### config.mk
export PLATFORM = sky130hd
export DESIGN_NAME = mdu_sched
export DESIGN_NICKNAME = d
export VERILOG_FILES = /design/src/rtl/mdu_pkg.sv /design/src/rtl/mdu_sched_fifo.sv /design/src/rtl/mdu_sched.sv
export SDC_FILE = /design/constraint.sdc
export NUM_CORES = 1
export LEC_CHECK = 0
export ABC_AREA = 0
export BUFFER_PORTS_ARGS = -buffer_cell sky130_fd_sc_hd__buf_2
export CORE_MARGIN = 5
export CORE_UTILIZATION = 35
export DETAILED_ROUTE_END_ITERATION = 6
export PLACE_DENSITY_LB_ADDON = 0.2
export SYNTH_ARGS = -nofsm -noshare
export SYNTH_HDL_FRONTEND = slang
export SYNTH_SLANG_ARGS = --single-unit
### constraint.sdc
create_clock -name cpu_clock_i -period 2.7 [get_ports cpu_clock_i]
set_input_delay 0.135 -clock cpu_clock_i [delete_from_list [all_inputs] [get_ports cpu_clock_i]]
set_output_delay 0.135 -clock cpu_clock_i [all_outputs]
set_load 0.02 [all_outputs]
### src/rtl/mdu_pkg.sv
`default_nettype none
// ============================================================================
// Module      : mdu_pkg
// Description : Shared definitions for the M-extension scheduler: 3-bit M op
//               encodings, divider FSM state type and issue-queue entry type.
// Revision    : 1.0 - initial release
// ============================================================================
package mdu_pkg;

  // Queue entries carry tags at this fixed width. Narrower ROB tags are
  // zero-extended on enqueue and truncated on issue.
  localparam int MDU_TAG_W_MAX = 16;

  // M op encodings. Bit 2 selects the divider class; bits [1:0] are the
  // functional-unit sub-op.
  localparam logic [2:0] OP_MUL    = 3'b000;
  localparam logic [2:0] OP_MULH   = 3'b001;
  localparam logic [2:0] OP_MULHSU = 3'b010;
  localparam logic [2:0] OP_MULHU  = 3'b011;
  localparam logic [2:0] OP_DIV    = 3'b100;
  localparam logic [2:0] OP_DIVU   = 3'b101;
  localparam logic [2:0] OP_REM    = 3'b110;
  localparam logic [2:0] OP_REMU   = 3'b111;

  typedef enum logic [1:0] {
    D_IDLE = 2'd0,
    D_BUSY = 2'd1,
    D_WB   = 2'd2
  } div_state_e;

  typedef struct packed {
    logic [2:0]               uop;
    logic [MDU_TAG_W_MAX-1:0] tag;
  } mdu_entry_t;

  function automatic logic is_div_class(input logic [2:0] uop);
    return uop[2];
  endfunction

endpackage
`default_nettype wire

### src/rtl/mdu_sched_fifo.sv
`default_nettype none
// ============================================================================
// Module      : mdu_sched_fifo
// Description : Circular issue queue with dual enqueue and single dequeue.
//               enq0 is older than enq1; a lone enq1 takes the next slot.
// Ports       : clk, rst_n (async active-low), flush (sync clear),
//               enq0_valid/enq0_data, enq1_valid/enq1_data,
//               deq (pop head), head (entry at read pointer),
//               count (occupancy 0..DEPTH).
// Revision    : 1.0 - initial release
// ============================================================================
module mdu_sched_fifo
  import mdu_pkg::*;
#(
  parameter int DEPTH = 4
) (
  input  logic                   clk,
  input  logic                   rst_n,
  input  logic                   flush,
  input  logic                   enq0_valid,
  input  mdu_entry_t             enq0_data,
  input  logic                   enq1_valid,
  input  mdu_entry_t             enq1_data,
  input  logic                   deq,
  output mdu_entry_t             head,
  output logic [$clog2(DEPTH):0] count
);

  localparam int PW = $clog2(DEPTH);
  localparam int CW = PW + 1;

  mdu_entry_t      mem [DEPTH];
  logic [PW-1:0]   wr_ptr;
  logic [PW-1:0]   wr_ptr_p1;
  logic [PW-1:0]   rd_ptr;
  logic [CW-1:0]   n_enq;

  assign wr_ptr_p1 = wr_ptr + 1'b1;
  assign n_enq     = CW'(enq0_valid) + CW'(enq1_valid);
  assign head      = mem[rd_ptr];

  // Pointers wrap naturally because DEPTH is a power of two.
  always_ff @(posedge clk or negedge rst_n) begin
    if (!rst_n) begin
      wr_ptr <= '0;
      rd_ptr <= '0;
      count  <= '0;
    end else if (flush) begin
      wr_ptr <= '0;
      rd_ptr <= '0;
      count  <= '0;
    end else begin
      wr_ptr <= wr_ptr + n_enq[PW-1:0];
      rd_ptr <= rd_ptr + PW'(deq);
      count  <= count + n_enq - CW'(deq);
    end
  end

  // Storage needs no reset: entries are only read while count says valid.
  always_ff @(posedge clk) begin
    if (!flush) begin
      if (enq0_valid) begin
        mem[wr_ptr] <= enq0_data;
        if (enq1_valid) begin
          mem[wr_ptr_p1] <= enq1_data;
        end
      end else if (enq1_valid) begin
        mem[wr_ptr] <= enq1_data;
      end
    end
  end

endmodule
`default_nettype wire

### src/rtl/mdu_sched.sv
`default_nettype none
// ============================================================================
// Module      : mdu_sched
// Description : Two-lane M-extension scheduler. Queues decoded ops in order,
//               issues one per cycle from the head to a pipelined multiplier
//               or an iterative divider, tracks multiplier latency in a
//               valid/tag shift register and arbitrates a single writeback
//               port (multiplier first).
// Config      : MDU_SCHED_BYPASS_EN - when defined, a lane0 op arriving at an
//               empty queue may issue in its accept cycle.
// Ports       : cpu_clock_i, cpu_reset_ni (async active-low), flush_i
//               lane{0,1}_valid_i/_uop_i/_tag_i  decoded op inputs
//               ready_o                          two entries free
//               mul_start_o/mul_op_o/mul_tag_o   multiplier issue
//               div_start_o/div_op_o/div_tag_o   divider issue
//               div_done_i, div_kill_o           divider handshake
//               wb_valid_o/wb_sel_o/wb_tag_o     writeback (sel 1 = divider)
// Revision    : 1.0 - initial release
// ============================================================================
module mdu_sched
  import mdu_pkg::*;
#(
  parameter int DEPTH   = 4,
  parameter int TAG_W   = 6,
  parameter int MUL_LAT = 3
) (
  input  logic             cpu_clock_i,
  input  logic             cpu_reset_ni,
  input  logic             flush_i,
  input  logic             lane0_valid_i,
  input  logic [2:0]       lane0_uop_i,
  input  logic [TAG_W-1:0] lane0_tag_i,
  input  logic             lane1_valid_i,
  input  logic [2:0]       lane1_uop_i,
  input  logic [TAG_W-1:0] lane1_tag_i,
  output logic             ready_o,
  output logic             mul_start_o,
  output logic [1:0]       mul_op_o,
  output logic [TAG_W-1:0] mul_tag_o,
  output logic             div_start_o,
  output logic [1:0]       div_op_o,
  output logic [TAG_W-1:0] div_tag_o,
  input  logic             div_done_i,
  output logic             div_kill_o,
  output logic             wb_valid_o,
  output logic             wb_sel_o,
  output logic [TAG_W-1:0] wb_tag_o
);

  localparam int CW = $clog2(DEPTH) + 1;

  div_state_e               state;
  div_state_e               state_nxt;
  logic [TAG_W-1:0]         div_tag_q;

  mdu_entry_t               head;
  mdu_entry_t               enq0_data;
  mdu_entry_t               enq1_data;
  logic [CW-1:0]            count;
  logic                     enq0_valid;
  logic                     enq1_valid;
  logic                     head_valid;
  logic                     head_issue;
  logic [TAG_W-1:0]         head_tag;
  logic                     accept;
  logic                     bypass;
  logic                     issue;
  logic [2:0]               issue_uop;
  logic [TAG_W-1:0]         issue_tag;

  logic [MUL_LAT-1:0]       mul_v;
  logic [MUL_LAT*TAG_W-1:0] mul_t;
  logic                     mul_done;
  logic [TAG_W-1:0]         mul_done_tag;
  logic                     div_wb;
  logic                     unused_head_tag;

  // ------------------------------------------------------------------------
  // Accept and issue
  // ------------------------------------------------------------------------
  assign ready_o    = (count <= CW'(DEPTH - 2));
  assign accept     = ready_o & ~flush_i;
  assign head_valid = (count != '0);
  assign head_tag   = head.tag[TAG_W-1:0];
  // Upper tag bits are zero by construction when TAG_W < MDU_TAG_W_MAX.
  assign unused_head_tag = ^head.tag;

  // A divide at the head waits for an idle divider; everything younger
  // waits behind it to keep issue in program order.
  assign head_issue = head_valid & ~flush_i &
                      (~is_div_class(head.uop) | (state == D_IDLE));

`ifdef MDU_SCHED_BYPASS_EN
  assign bypass = accept & lane0_valid_i & ~head_valid &
                  (~is_div_class(lane0_uop_i) | (state == D_IDLE));
`else
  assign bypass = 1'b0;
`endif

  assign issue     = head_issue | bypass;
  assign issue_uop = head_valid ? head.uop : lane0_uop_i;
  assign issue_tag = head_valid ? head_tag : lane0_tag_i;

  assign enq0_valid = accept & lane0_valid_i & ~bypass;
  assign enq1_valid = accept & lane1_valid_i;
  assign enq0_data  = '{uop: lane0_uop_i, tag: MDU_TAG_W_MAX'(lane0_tag_i)};
  assign enq1_data  = '{uop: lane1_uop_i, tag: MDU_TAG_W_MAX'(lane1_tag_i)};

  assign mul_start_o = issue & ~issue_uop[2];
  assign mul_op_o    = mul_start_o ? issue_uop[1:0] : 2'b00;
  assign mul_tag_o   = mul_start_o ? issue_tag : '0;
  assign div_start_o = issue & issue_uop[2];
  assign div_op_o    = div_start_o ? issue_uop[1:0] : 2'b00;
  assign div_tag_o   = div_start_o ? issue_tag : '0;

  mdu_sched_fifo #(
    .DEPTH (DEPTH)
  ) u_fifo (
    .clk        (cpu_clock_i),
    .rst_n      (cpu_reset_ni),
    .flush      (flush_i),
    .enq0_valid (enq0_valid),
    .enq0_data  (enq0_data),
    .enq1_valid (enq1_valid),
    .enq1_data  (enq1_data),
    .deq        (head_issue),
    .head       (head),
    .count      (count)
  );

  // ------------------------------------------------------------------------
  // Multiplier latency tracking. Stage 0 captures the issue; the last stage
  // is the completion seen MUL_LAT cycles after mul_start_o.
  // ------------------------------------------------------------------------
  generate
    if (MUL_LAT == 1) begin : g_mul_lat1
      always_ff @(posedge cpu_clock_i or negedge cpu_reset_ni) begin
        if (!cpu_reset_ni) begin
          mul_v <= '0;
          mul_t <= '0;
        end else if (flush_i) begin
          mul_v <= '0;
          mul_t <= '0;
        end else begin
          mul_v <= mul_start_o;
          mul_t <= mul_tag_o;
        end
      end
    end else begin : g_mul_latn
      always_ff @(posedge cpu_clock_i or negedge cpu_reset_ni) begin
        if (!cpu_reset_ni) begin
          mul_v <= '0;
          mul_t <= '0;
        end else if (flush_i) begin
          mul_v <= '0;
          mul_t <= '0;
        end else begin
          mul_v <= {mul_v[MUL_LAT-2:0], mul_start_o};
          mul_t <= {mul_t[(MUL_LAT-1)*TAG_W-1:0], mul_tag_o};
        end
      end
    end
  endgenerate

  assign mul_done     = mul_v[MUL_LAT-1] & ~flush_i;
  assign mul_done_tag = mul_t[MUL_LAT*TAG_W-1 -: TAG_W];

  // ------------------------------------------------------------------------
  // Divider FSM
  // ------------------------------------------------------------------------
  always_ff @(posedge cpu_clock_i or negedge cpu_reset_ni) begin
    if (!cpu_reset_ni) begin
      state     <= D_IDLE;
      div_tag_q <= '0;
    end else begin
      state <= state_nxt;
      if (div_start_o) begin
        div_tag_q <= issue_tag;
      end
    end
  end

  always_comb begin
    state_nxt  = state;
    div_wb     = 1'b0;
    div_kill_o = 1'b0;
    if (flush_i) begin
      // A done pulse in the flush cycle is dropped along with the division.
      state_nxt  = D_IDLE;
      div_kill_o = (state == D_BUSY);
    end else begin
      case (state)
        D_IDLE: if (div_start_o) state_nxt = D_BUSY;
        D_BUSY: if (div_done_i)  state_nxt = D_WB;
        D_WB: begin
          // Multiplier completions cannot be delayed, so they win the port.
          if (!mul_done) begin
            div_wb    = 1'b1;
            state_nxt = D_IDLE;
          end
        end
        default: state_nxt = D_IDLE;
      endcase
    end
  end

  assign wb_valid_o = mul_done | div_wb;
  assign wb_sel_o   = div_wb;
  assign wb_tag_o   = mul_done ? mul_done_tag : (div_wb ? div_tag_q : '0);

endmodule
`default_nettype wire
# ---- Yosys cells after proc, flatten, opt, wreduce, memory -nomap -nowiden
# Memory sizes are Yosys's and may differ from the RTL's.
# Cells that the tools add are included.
dict set report totals {
  ff_bits 36
  ramBits 36
  inputBits 24
  output_inout_bits 28
  elab_cells 70
  n_memories 1
}
dict set report op_classes {
  addsub 6
  n_lt_le_gt_ge 1
  eq_ne 5
  muxes 33
  bitwise 14
  n_reduce_logical 3
}
# memory depth word_bits read_ports rd_ports_with_merged_regs write_ports line_no
set memory_table {}
lappend memory_table {u_fifo.mem 4 9 1 0 2 mdu_sched_fifo.sv:32} ;# mdu_entry_t mem [DEPTH];
# cell count
set op_table {}
lappend op_table {{2-to-1 mux 6 bit} 5}
lappend op_table {{2-to-1 mux 18 bit} 1}
lappend op_table {{2-to-1 mux 2 bit} 8}
lappend op_table {{2-to-1 mux 1 bit} 14}
lappend op_table {{2-to-1 mux 3 bit} 3}
lappend op_table {{2-to-1 mux 9 bit} 1}
lappend op_table {{!= test 3 bit (second input constant)} 3}
lappend op_table {{bitwise AND 1 bit} 8}
lappend op_table {{one-hot mux 2 bit (3 select lines)} 1}
lappend op_table {{adder 3 bit} 1}
lappend op_table {{less-or-equal comparator 3 x 2 -> 1 bit (second input constant)} 1}
lappend op_table {{NOT 1 bit} 3}
lappend op_table {{OR 1 bit} 3}
lappend op_table {{AND reduction 3 bit} 1}
lappend op_table {{nonzero test 3 bit} 1}
lappend op_table {{subtractor 3 x 1 -> 3 bit} 1}
lappend op_table {{adder 1 x 1 -> 2 bit} 1}
lappend op_table {{adder 2 x 1 -> 2 bit} 1}
lappend op_table {{adder 2 x 1 -> 2 bit (second input constant)} 1}
lappend op_table {{adder 2 bit} 1}
lappend op_table {{equality test 2 x 1 -> 1 bit (second input constant)} 1}
lappend op_table {{equality test 2 bit (second input constant)} 1}
lappend op_table {{logical NOT 2 bit} 1}

# ---- Depth between registers and ports, before layout
dict set report depth {
  depth_word 8
  mapped_depth 13
  mapped_depth_nobuf 11
}

# ---- Cells and area by module
# From an unflattened synthesis, not the netlist that was laid out.
dict set report hier_totals {
  cells_unflattened 338
  hier_area_um2 5501.5
}
# mod n_inst cells_per_inst area_each_um2 seq_area_each_um2
set modules_own_cells {}
lappend modules_own_cells {mdu_sched_fifo 1 235 4207.8 2457.4}
lappend modules_own_cells {mdu_sched 1 103 1293.7 725.7}

# ---- Worst setup path before layout
# No wires, ideal clock.
dict set report synth_timing {
  kind {register -> register}
  start {register u_fifo.rd_ptr[0]}
  end {register u_fifo.count[2]}
  setup_ps 131
  t_arrival_ps 2657
  required_time_ps 2569
  path_slack_ps -89
  stages_incl_launch_ff 14
  path_buffers 2
  period_less_slack_ps 2789
  path_cell_list {dfrtp_1 buf_6 mux4_2 buf_6 o21a_1 nor3_1 ha_1 inv_1 ha_1 inv_1 fa_1 xnor2_1 xnor2_1 nor2_1}
}
dict set report synth_via {
  elab_chain_len 6
}
# element line_no
set synth_lines {}
lappend synth_lines {{start: declaration} mdu_sched_fifo.sv:35} ;# logic [PW-1:0] rd_ptr;
lappend synth_lines {{start signal: assignment} mdu_sched_fifo.sv:54} ;# rd_ptr <= rd_ptr + PW'(deq);
lappend synth_lines {{memory (4 x 9 bit)} n/a}
lappend synth_lines {{NOT 1 bit} mdu_sched.sv:91} ;# (~is_div_class(head.uop) | (state == D_IDLE));
lappend synth_lines {{OR 1 bit} mdu_sched.sv:91}
lappend synth_lines {{bitwise AND 1 bit} mdu_sched.sv:90} ;# assign head_issue = head_valid & ~flush_i &
lappend synth_lines {{subtractor 3 x 1 -> 3 bit} mdu_sched_fifo.sv:55} ;# count <= count + n_enq - CW'(deq);
lappend synth_lines {{2-to-1 mux 3 bit} mdu_sched_fifo.sv:48} ;# end else if (flush) begin
lappend synth_lines {{end signal: assignment} mdu_sched_fifo.sv:55}
lappend synth_lines {{end: declaration} mdu_sched_fifo.sv:26} ;# output logic [$clog2(DEPTH):0] count
# Every way passes these cells.
# A chain may end at the register's enable or synchronous reset.

==> key figures <==
GRT
  – GRT Total Usage: 12.9%
  – Vias in the first global route: 2,367
  – Grt met1 use: 16.3%
  – Met2 GRT Util: 20.9%
  – Initial antenna violation count: 1
  – Global-route wire length before repair: 12,500 microns
  – Grt total ovfl: 0
  – Largest net degree at the start of global routing: 37
  – Met3 Usage GRT: 4.15%
  – GRT busiest layer: met2

Timing
  – Slew HR: 33.0%
  – Worst Tran Pin Value: 1.00 ns
  – Final setup viols: 0
  – Max-slew violation count: 0
  – RSZ-0062 raised after global routing: no
  – Setup TNS: 0 ns
  – Final Cycle Share: 94.5%
  – Setup ws final: 0.149 ns
  – Minimum clock period: 2.55 ns
  – Clk_skew: 0.00579 ns
  – Max Freq: 392 MHz
  – Final hold vios: 0

Flow run
  – Max-cap violations: 0

Synth
  – Synth Area in Compound Gates: 4.85%
  – Post-Synth Simple-Gate Area: 14.1%
  – Yosys reg bits: 72
  – Area of the mapped netlist: 3560 sq um
  – Post-Synth Adder-Cell Area: 3.02%
  – Asr flop ratio synth: 50.0%
  – Synth Flop Type: edfxtp_1
  – Register area share after synthesis: 55.6%
  – Yosys Warn Count: 0
  – Yosys cell types: 40
  – Syn avg cell area: 14.5 sq um
  – Top cells by area, synth: edfxtp_1, dfrtp_1, mux2_2
  – Main combinational cell family by area after synthesis: multiplexers
  – Synth Instances: 246
  – Most frequent cells after synthesis: dfrtp_1, edfxtp_1, mux2_2
  – Area leader, netlist: edfxtp_1
  – Net Count, Synth: 278
  – XOR/XNOR share of the synthesized area: 1.23%
  – EDFF count, synth: 36
  – Mux contribution to synthesized area: 18.3%
  – Yosys top cell area share: 30.3%

Pwr
  – Maximum vdd ir drop: 274 uV
  – Combinational fraction of design power: 30.7%
  – Clk pwr share: 27.8%
  – PwrDens: 810 nW/um^2
  – Total Power: 3.45 mW
  – Sequential power share: 41.5%
  – Net Sw Frac: 31.6%
  – Net Sw Power: 1.09 mW
  – Power Internal: 2.36 mW
  – Leak: 1.85 nW

Drt
  – Vias per cell: 4.80
  – Iteration-0 DRC Markers: 119
  – TritonRoute pass-1 iters: 4
  – DRC errors left: 0
  – Final wirelength: 7490 microns
  – WL per Instance: 16.6 microns
  – Total number of vias: 2,162
  – Final ANT Viol Nets: 0

Cells and area
  – Util after Layout: 43.1%
  – Post-Layout Cell Count: 450
  – Layout cells sized above 1: 42.9%
  – Sequential cell area: 1980 sq um
  – Area delta synth->final: 19.4%
  – # diodes: 0
  – Nets: 344
  – Multi-input gate area in the final layout: 1480 sq um
  – Fillers: 934

Place
  – Post-Place Cells: 433
  – Placer Congestion: 0.730
  – I/O Buffers: 51
  – Post-DP HPWL: 5190 microns
  – DP Worst Slack: 0.113 ns

Floorplanning
  – Die width: 111 microns
  – FP Rows: 36
  – Initial Utilization: 36.1%
  – IO Pins: 52
  – Core Area: 9860 sq um
  – Die height: 111 microns
  – Die area: 12,300 sq um

Critical path
  – Startpoint types: flip-flop
  – R2r setup slk: 0.15 ns
  – Slowest CP cell: o21bai_1
  – CP Data Required Time: 2.80 ns
  – Slowest stage delay, CP: 0.79 ns
  – Endpoint type of the worst setup path: flip-flop
  – Worst reg2reg path endpoint: u_fifo.mem[1][1]
  – Top delay family on crit path: compound AO/OA/AOI/OAI gates
  – Worst Reg2Reg Path Length in Cells: 7
  – Critical Setup Path Class: flip-flop to flip-flop
  – WP buf/inv: 1
  – Worst endpoint data arrival time: 2.65 ns
  – Worst-path fanout max: 9
  – R2R Path Start: u_fifo.count[1]
  – Worst path cell trace: a21oi_1, and3b_1, ha_1, inv_1, nor3_1, o21bai_1, mux2_2

Hold path
  – WHS Path Cells: 3
  – Min-Delay Endpoint: state[1]
  – Hold path start: div_done_i
  – Min-delay worst type: input pin to flip-flop

Clocking
  – Deepest clock path buffer count: 2
  – CTS tree: done
  – Inserted Clock Buffers: 9
  – CTS clk-pin slew, worst paths: 0.08 ns
  – Clk sinks: 72
  – # H-tree levels: 3
  – Setup Buffers After CTS: 0
  – CTS Root Cell: clkbuf_8
  – Skew-Pair Late Insertion Delay: 0.35 ns

Run status
  – Status: complete, no violations
[cell families after synthesis]
logic type               Yosys count
multiplexers                      47
AO/OA/AOI/OAI                     23
flip-flops                        72
XOR/XNOR                           5
adder cells (fa/ha/maj)            8
buffers and inverters             20
AND/OR/NAND/NOR                   71
[layout by cell type (no fill, tap or decap), types with 7 or more instances in the layout]
cell	n
edfxtp_1	36
buf_4	14
dfrtp_1	36
ha_1	7
inv_1	9
buf_2	51
clkbuf_8	9
and2_1	15
mux2_2	36
nor2_1	9
nor2b_1	20
[power by group through the flow]
| stage | clock (mW) | combinational, mW | sequential [mW] |
|---|---|---|---|
| after floorplan | 0 | 0.798 | 1.42 |
| after global placement | 0 | 1.07 | 1.45 |
| after detailed placement | 0 | 1.08 | 1.45 |
| after CTS | 0.977 | 1.09 | 1.43 |
| after global routing | 1.03 | 1.18 | 1.45 |
| final | 0.957 | 1.06 | 1.43 |
[cell type report]
type / count / share of cell area [%]
flip-flops and latches: 72 / 46.6
well taps: 133 / 3.91
repair buffers: 66 / 8.71
inverters: 9 / 0.794
clock buffers: 10 / 3.00
multi-input cells: 154 / 34.8
clock inverters: 6 / 2.18
[timing repair]
action	in CTS	in global routing
resized for setup	0	0
hold endpoints to repair	36	0
hold buffers	1	0
[tightest hold or removal path: cells and delay by family]
kind | cells | cell delay, ns
AOI/OAI and AO/OA | 1 | 0.06
and+or+nand+nor | 1 | 0.08
buffers and inverters | 1 | 0.11
[metal layers]
| metal | routed length, microns | vias to the layer above |
|---|---|---|
| li1 | - | 1031 |
| met1 | 3390 | 1050 |
| met2 | 3520 | 64 |
| met3 | 441 | 15 |
| met4 | 128 | 2 |
| met5 | 11 | - |
[stage by stage]
stage	hold WS (ns)	instance area, sq um
finish	0.0739	4250
global route	0.0685	4250
CTS	0.0521	4250
detailed placement	0.283	4020
global placement	0.268	4020
floorplan	-0.161	3570
[worst max path at each step]
| stage | startpoint | endpoint | depth (start not counted) |
|---|---|---|---|
| finish | u_fifo.count[1] | u_fifo.mem[1][1] | 7 |
| global route | u_fifo.count[1] | u_fifo.mem[1][6] | 7 |
| CTS | u_fifo.count[1] | u_fifo.mem[1][4] | 7 |
| detailed placement | u_fifo.count[1] | u_fifo.mem[1][4] | 7 |
| global placement | u_fifo.rd_ptr[0] | u_fifo.count[2] | 11 |
| floorplan | u_fifo.rd_ptr[0] | u_fifo.count[2] | 13 |
[registers in the layout, indices dropped and copies added, names as in the netlist]
signal         flops
u_fifo.mem        36
u_fifo.wr_ptr      2
div_tag_q          6
u_fifo.rd_ptr      2
mul_t             18
u_fifo.count       3
state              2
mul_v              3
(Power assumes the default switching activity.)
